<file path="config.mk">
export PLATFORM = sky130hd
export DESIGN_NAME = ds_bitstream_decim
export DESIGN_NICKNAME = d
export VERILOG_FILES = /design/src/rtl/ds_bitstream_decim.sv
export SDC_FILE = /design/constraint.sdc
export NUM_CORES = 1
export LEC_CHECK = 0
export CORE_MARGIN = 4
export CORE_UTILIZATION = 30
export DETAILED_ROUTE_END_ITERATION = 6
export GPL_ROUTABILITY_DRIVEN = 0
export PLACE_DENSITY_LB_ADDON = 0.05
export SETUP_SLACK_MARGIN = 0.3
export SKIP_LAST_GASP = 1
export SLEW_MARGIN = 5
export SYNTH_ARGS = -nofsm -noshare
export SYNTH_HDL_FRONTEND = slang
export SYNTH_SLANG_ARGS = --single-unit
</file>
<file path="constraint.sdc">
create_clock -name clk -period 3.7 [get_ports clk]
set_clock_uncertainty 0.15 [all_clocks]
set_input_delay 0.37 -clock clk [delete_from_list [all_inputs] [get_ports clk]]
set_output_delay 0.37 -clock clk [all_outputs]
set_load 0.02 [all_outputs]
</file>
<file path="src/rtl/ds_bitstream_decim.sv">
// Delta-sigma bitstream decimator: 1-bit pulse-density input to 8-bit PCM samples.
// Default build is a sinc1 boxcar; define DSADC_SINC2_EN for a second-order sinc^2 CIC.
module ds_bitstream_decim #(
    parameter int DECIM_LOG2 = 8  // window W = 2**DECIM_LOG2, legal 8..12
) (
    input  logic       clk,
    input  logic       rst_n,
    input  logic       sin,
    input  logic       en,
    output logic [7:0] dout,
    output logic       dout_valid,
    input  logic       dout_ready,
    output logic       overrun
);

    localparam logic [DECIM_LOG2-1:0] WCNT_LAST = '1;

    logic                  sin_m;
    logic                  sin_s;
    logic [DECIM_LOG2-1:0] wcnt;
    logic                  win_end;
    logic [7:0]            res;
    logic                  res_ok;

    // Two-flop synchronizer; sin is asynchronous to clk.
    always_ff @(posedge clk) begin
        if (!rst_n) begin
            sin_m <= 1'b0;
            sin_s <= 1'b0;
        end else begin
            sin_m <= sin;
            sin_s <= sin_m;
        end
    end

    always_ff @(posedge clk) begin
        if (!rst_n || !en) begin
            wcnt <= '0;
        end else begin
            wcnt <= wcnt + 1'b1;
        end
    end

    assign win_end = en && (wcnt == WCNT_LAST);

`ifdef DSADC_SINC2_EN
    localparam int IW = 2 * DECIM_LOG2 + 1;

    logic [IW-1:0] int1;
    logic [IW-1:0] int2;
    logic [IW-1:0] int1_n;
    logic [IW-1:0] int2_n;
    logic [IW-1:0] cd1;
    logic [IW-1:0] cd2;
    logic [IW-1:0] comb1;
    logic [IW-1:0] comb2;
    logic          primed;

    // Integrators wrap modulo 2**IW; the combs recover the exact difference.
    assign int1_n = int1 + IW'(sin_s);
    assign int2_n = int2 + int1_n;
    assign comb1  = int2_n - cd1;
    assign comb2  = comb1 - cd2;

    always_ff @(posedge clk) begin
        if (!rst_n || !en) begin
            int1   <= '0;
            int2   <= '0;
            cd1    <= '0;
            cd2    <= '0;
            primed <= 1'b0;
        end else begin
            int1 <= int1_n;
            int2 <= int2_n;
            if (win_end) begin
                cd1    <= int2_n;
                cd2    <= comb1;
                primed <= 1'b1;
            end
        end
    end

    // comb2 reaches W**2 only for all ones; clamp that single code to full scale.
    assign res    = comb2[IW-1] ? 8'hFF : comb2[IW-2 -: 8];
    assign res_ok = primed;
`else
    logic [DECIM_LOG2:0]   ocnt;
    logic [DECIM_LOG2:0]   sum;
    logic [DECIM_LOG2-1:0] sum_sat;

    assign sum     = ocnt + {{DECIM_LOG2{1'b0}}, sin_s};
    assign sum_sat = sum[DECIM_LOG2] ? '1 : sum[DECIM_LOG2-1:0];
    assign res     = sum_sat[DECIM_LOG2-1 -: 8];
    assign res_ok  = 1'b1;

    // Cleared on the window-end edge itself so the next window loses no sample.
    always_ff @(posedge clk) begin
        if (!rst_n || !en || win_end) begin
            ocnt <= '0;
        end else begin
            ocnt <= sum;
        end
    end
`endif

    // Handshake: a sample transfers on any edge where dout_valid && dout_ready;
    // a new result may replace dout in that same edge, otherwise it is dropped.
    always_ff @(posedge clk) begin
        if (!rst_n) begin
            dout       <= 8'h00;
            dout_valid <= 1'b0;
            overrun    <= 1'b0;
        end else if (win_end && res_ok) begin
            if (!dout_valid || dout_ready) begin
                dout       <= res;
                dout_valid <= 1'b1;
            end else begin
                overrun <= 1'b1;
            end
        end else if (dout_valid && dout_ready) begin
            dout_valid <= 1'b0;
        end
    end

endmodule
</file>
==> qor.tcl <==
set qor(run_status) {complete, no violations}
set qor(finalHoldWorstSlack_ns) 0.286
set qor(cts_tree) {built}
set qor(worstMarginPinSlew_ns) 0.457
set qor(worst_skew_pair.late_latency_ns) 0.28
set qor(setup.worst_path.class) {register to register}
set qor(drc_violations_left) 0
set qor(clk_transition_reported_paths_ns) 0.06
set qor(cell_with_the_most_instances_after_synthesis) {sky130_fd_sc_hd__dfxtp_1}
set qor(n_antenna_cell) 0
set qor(rows) 21
set qor(avgRoutedWirePerCell_um) 13.1
set qor(drv_cap) 0
set qor(rsz0062_at_grt) {no}
set qor(synth_top_cells_by_count) {29 x sky130_fd_sc_hd__dfxtp_1, 15 x sky130_fd_sc_hd__nor2_1, 12 x sky130_fd_sc_hd__a21oi_1}
set qor(finalNetCount) 142
set qor(worst_path_max_delay_cell) {sky130_fd_sc_hd__nor4_4}
set qor(synth_largest_type_area_fraction_pct) 52.5
set qor(coreArea_um2) 3440
set qor(start_util_pct) 32.1
set qor(hold_bufs_inserted_after_cts) 0
set qor(netlist_top_cells_area) {sky130_fd_sc_hd__dfxtp_1 52%, sky130_fd_sc_hd__a21oi_1 5.4%, sky130_fd_sc_hd__nor2_1 5.1%}
set qor(tritoncts.num_buffers) 5
set qor(detail_route.iter0.violations) 36
set qor(syn_inst) 115
set qor(aggregate_negative_setup_slack_ns) 0
set qor(max-clock-path-buffers) 2
set qor(routed_wirelength_mm) 2.37
set qor(num-fill-cells) 346
set qor(largest_net_degree_at_the_start_of_global_routing) 15
set qor(grt_first_pass_wirelength_mm) 4.33
set qor(cp_cell_sequence) {ha_1, nand2_1, nor4_4, nor3b_4, a21oi_1}
set qor(synth_net_count) 123
set qor(post-synth-top-area-cell) {sky130_fd_sc_hd__dfxtp_1}
set qor(areaGrowthSynthToFinish_pct) 24.4
set qor(synth_area_um2) 1110
set qor(timing.final.max_slew_violations) 0
set qor(postCtsResizedCells) 0
set qor(timing.slew.headroom_pct) 69.3
set qor(clk_root_buffer_cell) {sky130_fd_sc_hd__clkbuf_8}
set qor(ys_types) 24
set qor(clock_h_tree_levels) 2
set qor(drt_pre_antenna_iters) 4
set qor(layout-drive-gt1-share_pct) 8.15
set qor(crit_start) {wcnt[0]}
set qor(postCtsSetupRepairBufs) 0
set qor(final_hold_viol_count) 0
set qor(report.final.setup_viol) 0
set qor(synth.yosys.seq_area_share_pct) 52.5
set qor(globalRouteOverflowTotal) 0
set qor(holdCritPathClass) {register to register}
set qor(cts_num_sinks) 29
set qor(grt_overall_usage_pct) 12.9
set qor(min_period_ns) 2.03
set qor(synth_enable_flop_cells) 0
set qor(total_of_warnings_raised_by_yosys) 0
set qor(peakVddDrop_v) 0.000230
set qor(post-dp-hpwl_mm) 1.69
set qor(ys_dominant_reg_cell) {sky130_fd_sc_hd__dfxtp_1}
set qor(yosys_register_bits) 29
set qor(die_area_um2) 4720
set qor(synthesis.area_per_instance_um2) 9.62
set qor(worst_path_required_time_ns) 3.70
set qor(via_count_of_the_first_global_routing_pass) 923
set qor(reg2reg_from) {wcnt[0]}
set qor(boundaryPins) 15
set qor(layout.cell_area.non_filler_um2) 1380
set qor(placedInstanceArea_um2) 1300
set qor(ant_nets) 0
set qor(die_width_um) 68.7
set qor(fp.dieH_um) 68.7
set qor(routed-via-count) 853
set qor(io_buffer_count) 14
set qor(cp_data_arrival_time_ns) 2.04
set qor(slowest_delay_ns) 0.48
set qor(hold_start) {sin_m}
set qor(achievable_frequency_ghz) 0.492
set qor(worst_setup_path_end_kind) {register}
set qor(critical_path.max_fanout) 9
set qor(routed_via_count_divided_by_cell_count) 4.71
set qor(async_sr_flop_fraction_pct) 0
set qor(timing.final.crit_share_pct) 54.9
set qor(grt_antenna_before_repair) 0
set qor(critical_path_start_type) {register}
set qor(p_leak_nw) 0.489
set qor(cellPowerDensity_nw_per_um2) 419
cells by family (layout without fill, tap and decap cells):
kind of cell | count (synthesis) | after routing | synth area share, %
AND/OR/NAND/NOR | 44 | 44 | 23.5
flip-flops | 29 | 29 | 52.5
AO/OA/AOI/OAI | 25 | 25 | 11.8
XOR/XNOR | 9 | 9 | 7.13
buffers and inverters | 5 | 25 | 1.70
adder cells (fa/ha/maj) | 3 | 3 | 3.39
flip-flops by register name, summed over array words and instances, names as in the netlist:
signal and count:
overrun 1, wcnt 8, sin_s 1, dout_valid 1
ocnt 9, sin_m 1, dout 8
layout by cell type, fill, tap and decap left out:
cell,Yosys,routed
sky130_fd_sc_hd__dfxtp_1,29,29
sky130_fd_sc_hd__clkdlybuf4s50_1,0,14
sky130_fd_sc_hd__nor2_1,15,15
sky130_fd_sc_hd__o21ai_0,11,11
sky130_fd_sc_hd__and2_1,3,3
sky130_fd_sc_hd__nand4_1,2,2
sky130_fd_sc_hd__nor4_4,1,1
sky130_fd_sc_hd__nor3_1,2,2
sky130_fd_sc_hd__or2_2,1,1
sky130_fd_sc_hd__xor2_1,5,5
sky130_fd_sc_hd__or3_1,2,2
sky130_fd_sc_hd__nand3_1,5,5
sky130_fd_sc_hd__nor3b_4,1,1
sky130_fd_sc_hd__nand2_1,6,6
sky130_fd_sc_hd__nor2b_1,1,1
sky130_fd_sc_hd__o21a_1,2,2
sky130_fd_sc_hd__inv_1,3,3
sky130_fd_sc_hd__and2b_2,1,1
sky130_fd_sc_hd__a21oi_1,12,12
sky130_fd_sc_hd__ha_1,3,3
sky130_fd_sc_hd__xnor2_1,4,4
sky130_fd_sc_hd__or3_2,1,1
sky130_fd_sc_hd__clkbuf_1,2,3
sky130_fd_sc_hd__clkbuf_8,0,5
sky130_fd_sc_hd__and3_1,2,2
sky130_fd_sc_hd__nand4_4,1,1
where the power goes:
part | total (mW) | leakage (nW) | internal, mW | switching (mW)
Combinational | 0.0131 | 0.215 | 0.00626 | 0.00682
Clock | 0.247 | 0.0395 | 0.133 | 0.114
Sequential | 0.316 | 0.234 | 0.315 | 0.00111
Total | 0.576 | 0.489 | 0.454 | 0.122
worst paths after layout:
path         endpoint  slack (ns)  cells past startpoint
max           dout[4]        1.67                      5
min             sin_s        0.29                      1
max reg2reg   dout[4]        1.67                      5
min reg2reg     sin_s        0.29                      1
critical path: cells and delay by family (launching register included):
family	cells	cell delay, ns
AO/OA/AOI/OAI	1	0.12
flip-flops	1	0.35
AND/OR/NAND/NOR	3	1.06
adder cells (fa/ha/maj)	1	0.21
stage by stage:
step                      power (mW)  utilization [%]  cells  worst slack, ns
after global placement         0.336             37.7    173             1.49
after detailed placement       0.336             37.7    173             1.43
final                          0.576             40.0    181             1.67
after global routing           0.602             40.0    181             1.48
after floorplan                0.329                -    115             1.96
after CTS                      0.582             40.0    181             1.63
final cells by class:
type / instances / area (um^2) / area share (%)
Tap cell: 46 / 57.6 / 4.18
Multi-Input combinational cell: 81 / 507 / 36.8
Timing Repair Buffer: 14 / 140 / 10.2
Inverter: 3 / 11.3 / 0.818
Clock buffer: 8 / 80.1 / 5.82
Sequential cell: 29 / 581 / 42.2
layer usage:
metal  share of wire, %  vias up  track usage [%]
met5                  0        -                0
met4                2.8        0             6.81
met3                5.0        8             5.67
met2                 45       16             20.0
met1                 47      402             14.8
li1                   -      427                -
(Power assumes the default switching activity.)
